**config.mk**
```make
export PLATFORM = sky130hd
export DESIGN_NAME = seq_detect_param
export DESIGN_NICKNAME = d
export VERILOG_FILES = /design/src/rtl/seq_detect_param.sv
export SDC_FILE = /design/constraint.sdc
export NUM_CORES = 1
export LEC_CHECK = 0
export CELL_PAD_IN_SITES_DETAIL_PLACEMENT = 0
export CELL_PAD_IN_SITES_GLOBAL_PLACEMENT = 2
export CORE_AREA = 2 2 61 63
export DETAILED_ROUTE_END_ITERATION = 8
export DIE_AREA = 0 0 63 65
export MAX_ROUTING_LAYER = met4
export PLACE_DENSITY = 0.83
export SETUP_SLACK_MARGIN = 0.02
export SLEW_MARGIN = 10
export SYNTH_ARGS = -nofsm -noshare
export SYNTH_HDL_FRONTEND = slang
export SYNTH_SLANG_ARGS = --single-unit
```
**constraint.sdc**
```tcl
create_clock -name clk -period 2.6 [get_ports clk]
set_clock_uncertainty 0.15 [all_clocks]
set_input_delay 0.65 -clock clk [delete_from_list [all_inputs] [get_ports clk]]
set_output_delay 0.65 -clock clk [all_outputs]
set_load 0.01 [all_outputs]
```
**src/rtl/seq_detect_param.sv**
```systemverilog
// Parametrised serial Mealy sequence detector.
// Matches a runtime-loaded PAT_W-bit pattern (MSB received first) on a
// qualified bit stream. Overlap mode is selected at load time. Outputs are a
// combinational match, its registered copy and a saturating match counter.
module seq_detect_param #(
    parameter int PAT_W   = 4,
    parameter int COUNT_W = 8
) (
    input  logic               clk,
    input  logic               areset,
    input  logic               load,
    input  logic [PAT_W-1:0]   pattern,
    input  logic               overlap,
    input  logic               in_valid,
    input  logic               in,
    input  logic               clr_cnt,
    output logic               armed,
    output logic               match,
    output logic               match_q,
    output logic [COUNT_W-1:0] match_count
);

    // fill counts accepted bits up to PAT_W-1, the point where history is full
    localparam int FILL_W = (PAT_W > 2) ? $clog2(PAT_W) : 1;
    localparam logic [FILL_W-1:0]  FILL_MAX = FILL_W'(PAT_W - 1);
    localparam logic [COUNT_W-1:0] CNT_MAX  = '1;

    typedef enum logic {IDLE, ARMED} state_t;

    state_t             state;
    logic [PAT_W-1:0]   pattern_reg;
    logic               overlap_reg;
    logic [PAT_W-2:0]   history;
    logic [FILL_W-1:0]  fill;

    logic [PAT_W-1:0]   window;
    logic               sample;

    // The candidate word is the stored history with the live bit appended;
    // taking its low PAT_W-1 bits as the next history also covers PAT_W=2.
    assign window = {history, in};
    assign sample = (state == ARMED) && in_valid && !load;
    assign match  = sample && (fill == FILL_MAX) && (window == pattern_reg);
    assign armed  = (state == ARMED);

    // Control FSM plus pattern, history and fill bookkeeping
    always_ff @(posedge clk or posedge areset) begin
        if (areset) begin
            state       <= IDLE;
            pattern_reg <= '0;
            overlap_reg <= 1'b0;
            history     <= '0;
            fill        <= '0;
        end else if (load) begin
            // load wins over a same-cycle bit; that bit is dropped
            state       <= ARMED;
            pattern_reg <= pattern;
            overlap_reg <= overlap;
            history     <= '0;
            fill        <= '0;
        end else if (sample) begin
            if (match && !overlap_reg) begin
                // non-overlapping: the matched bits cannot start a new match
                history <= '0;
                fill    <= '0;
            end else begin
                history <= window[PAT_W-2:0];
                if (fill != FILL_MAX)
                    fill <= fill + 1'b1;
            end
        end
    end

    // Registered copy of the Mealy match
    always_ff @(posedge clk or posedge areset) begin
        if (areset)
            match_q <= 1'b0;
        else
            match_q <= match;
    end

    // Saturating match counter; a clear beats a same-cycle match
    always_ff @(posedge clk or posedge areset) begin
        if (areset)
            match_count <= '0;
        else if (clr_cnt)
            match_count <= '0;
        else if (match && (match_count != CNT_MAX))
            match_count <= match_count + 1'b1;
    end

endmodule
```
Yosys cells after proc, flatten, opt, wreduce, memory -nomap -nowiden

Cells that the tools add are included.

Register bits after elaboration: 20
Word-level logic and storage cells: 34

$add $sub $neg: 2
Eq/ne operators: 4
Multiplexer cells: 9
Reductions and logical operators: 12

Operator list:

| kind                                         | number |
|---|---|
| two-way mux 8 bit                            | 2 |
| two-way mux 3 bit                            | 3 |
| adder 8 x 1 -> 8 bit (second input constant) | 1 |
| two-way mux 2 bit                            | 4 |
| != test 8 bit (second input constant)        | 1 |
| logical AND 1 bit                            | 6 |
| equality test 4 bit                          | 1 |
| nonzero test 2 bit                           | 2 |
| nonzero test 3 bit                           | 1 |
| adder 2 x 1 -> 2 bit (second input constant) | 1 |
| equality test 2 bit (second input constant)  | 1 |
| logical NOT 1 bit                            | 2 |
| != test 2 bit (second input constant)        | 1 |
| AND reduction 2 bit                          | 1 |

Logic depth before layout (Yosys ltp)

Depth in word-level cells: 8
Gate-level depth with buffers: 6
Gate-level depth less buffers: 5

Worst setup path after synthesis

Ideal clock, no wire load.

Kind: input to output
From: input port in
To: output port match
Arrival time: 1.384 ns
Data required time: 1.800 ns
Setup slack: 0.416 ns
Stages: 4
Buffers on the path: 1
Cell sequence: xnor2_1 > nand3_1 > clkbuf_1 > nor2_1

Word-level cells in the longest chain between the ends: 2

Ends and longest elaborated chain:

| element             | line | source |
|---|---|---|
| from (decl)         | 15   | `input logic in,` |
| equality test 4 bit | 43   | `assign match = sample && (fill == FILL_MAX) && (window == pattern_reg);` |
| logical AND 1 bit   | 43   |  |
| to (decl)           | 18   | `output logic match,` |

No other way between the ends.

Final worst setup path

From: input port in_valid
To: output port match

Word-level cells in the longest chain between the ends: 4

Ends and longest elaborated chain:

| element                         | line | source |
|---|---|---|
| from (decl)                     | 14   | `input logic in_valid,` |
| logical AND 1 bit (2 in series) | 42   | `assign sample = (state == ARMED) && in_valid && !load;` |
| logical AND 1 bit (2 in series) | 43   |  |

No other way between the ends.

==> impl_metrics.ini <==
[power]
p_leak_nw = 0.5684
p_sw_mw = 0.1494
ir_drop_v = 0.0003067
power_density_mw_per_mm2 = 469.9
comb_power_share = 0.120
p_sw_frac = 0.2225
p_clk_frac = 0.385
p_seq_frac = 0.495
internal_power_mw = 0.5221

[sta]
period_needed_ps = 2528
fmax_ghz = 0.3956
hold_violations = 0
fin_crit_sh = 0.9723
setup_viol = 0
max_slew_margin = 0.7092
rsz0062_at_grt = true
drv_slew = 0
setup_tns_ps = 0
tightest_slew_ps = 434.2

[route]
vias_per_cell = 4.854
drtIter0Drc = 28
wl_per_cell_um = 12.45
drc = 0
dr.pass1.iters = 4
drt_wl_total_mm = 2.216
vias = 864
final_antenna_net_count = 0

[worst_setup_path]
crit_required_ps = 1800
endpoint_kind = output port
critPathMaxStageDelay_ps = 480
cp-start-kind = input port
cp_cell_sequence = clkdlybuf4s50_1 -> and4b_1 -> nand2_2 -> nor2_2 -> buf_2
crit_type = in -> out
path_delay_family = buffers and inverters
worst-path-buf-inv = 2
critical_path.max_fanout = 3
cp_slowest_cell = clkdlybuf4s50_1
arrival_ps = 1730

[yosys]
synth.avg_cell_area_um2 = 10.53
synth-main-ff-cell = dfrtp_1
ys_seq_elements = 20
synth.cells.most_frequent = dfrtp_1, a21oi_1, mux2_2, nand3_1, o31ai_1
synth.most_common_cell = dfrtp_1
synth.distinct_cells = 36
synth_top_area_frac = 0.4848
synth_area_mm2 = 0.001032
synth_edf_count = 0
yosysWarningCount = 0
synth_cells = 98
synth-async-reset-ratio = 1.000
synth_area_leaders = dfrtp_1, mux2_2, o31ai_1, a21oi_1, nand3_1
syn_nets = 111
yosysSeqAreaShare = 0.4848
synth.largest_area_cell = dfrtp_1

[final_layout]
regArea_um2 = 500.5
fillers = 366
utilization = 0.4087
drive_gt1_frac = 0.2077
fin_nets = 144
multi_input_area_um2 = 516.7
largest_register_ff_count = 8
n_antenna_cell = 0
synthToLayoutAreaGrowth_pct = 38.42

[placed_design]
gp_congestion = 0.7813
io_buffers = 21
hpwl_mm = 1.642

[job]
maxCapViolCount = 0

[global_route]
grt_pass1_wl_mm = 3.815
grt_max_degree = 21
overflow = 0
antenna_found_initial = 0
track_usage = 0.1211
grt_pass1_vias = 851

[clock_tree]
path_clk_slew_ps = 120
cts_tree = done
cts_sinks = 20
clk_latency_ps = 300
cts_max_level = 1
cts_buffers = 3
cts_root_buf = clkbuf_4
cts_buffer_depth = 2

[floorplan]
dieArea_mm2 = 0.004095
row_count = 22
fp.dieW_um = 63
ioPinCount = 22
core-area_mm2 = 0.003496
start_util = 0.2953
fp.dieH_um = 65

[worst_hold_path]
hp-class = reg -> reg

[run_status]
status = complete, no violations
## cells in the final DEF, fill, tap and decap left out, drive strengths merged
master and count:
a21oi 7, a311oi 1, a41oi 1, and2 1, and3 1, and4b 1
buf 12, bufinv 1, clkbuf 3, clkdlybuf4s50 20, dfrtp 20, ha 2
inv 3, mux2 6, mux2i 1, nand2 4, nand2b 3, nand3 6
nand3b 3, nand4 1, nand4b 1, nor2 4, nor2b 2, nor3 2
nor4 1, o211a 1, o211ai 1, o21ai 2, o22ai 1, o31ai 5
o32ai 1, o41ai 2, or2 1, or3 2, or4 3, xnor2 4
## per-layer routing
metal,routed length (um),vias up,track usage
li1,-,432,-
met1,987,413,0.1389
met2,1127,19,0.2061
met3,101,0,0.03993
met4,0,0,0.02778
met5,0,-,-
## final timing paths
check / from / to / slack [ps] / cells past startpoint
min reg2reg: pattern_reg[1] / pattern_reg[1] / 400 / 1
min: pattern_reg[1] / pattern_reg[1] / 400 / 1
max in group asynchronous: areset / match_count[2] / 1590 / 3
max reg2reg: fill[0] / match_count[0] / 290 / 9
max: in_valid / match / 70 / 5
min in group asynchronous: areset / match_q / 500 / 3
## area by class of cell
class                      instances  share of cell area
clock inverter                     1             0.02102
multi-input combinational         71              0.3616
tap                               48             0.04203
inverter                           3            0.007881
clock buffer                       3             0.01576
sequential                        20              0.3503
timing repair buffer              32              0.2014
## metrics by stage
| stage | hold WS, ps | power, mW | instances | worst slack, ps | area (um2) |
|---|---|---|---|---|---|
| CTS | 403.5 | 0.6776 | 177 | 24.06 | 1411 |
| floorplan | 352.3 | 0.3841 | 98 | 416.4 | 1032 |
| detailed placement | 369.5 | 0.4174 | 172 | -430.8 | 1354 |
| global placement | 358.4 | 0.4157 | 172 | -360.8 | 1354 |
| global route | 427.6 | 0.7059 | 178 | 18.06 | 1429 |
| finish | 400.9 | 0.6715 | 178 | 72.09 | 1429 |
## power groups by stage
stage               logic (mW)  registers (mW)  clock network (mW)
finish                  0.0806           0.333               0.258
floorplan               0.0474           0.337                   0
global route            0.0898           0.335               0.281
global placement        0.0772           0.339                   0
CTS                     0.0794           0.333               0.265
detailed placement      0.0784           0.339                   0
## cell families after synthesis
group,after synthesis,share of synthesized area
fa+ha+maj,2,0.02424
buf+inv,7,0.02666
compound gates,22,0.1455
simple gates,36,0.2024
flops,20,0.4848
mux,7,0.07515
xor+xnor,4,0.04122
## what timing repair did
action | 4_1_cts | 5_1_grt
setup buffers | 1 | 1
endpoints found under the setup margin | 1 | 1
pin swaps | 2 | 2
hold buffers | 0 | 0
resized for setup | 5 | 2
Power figures use the tool's default switching activity.
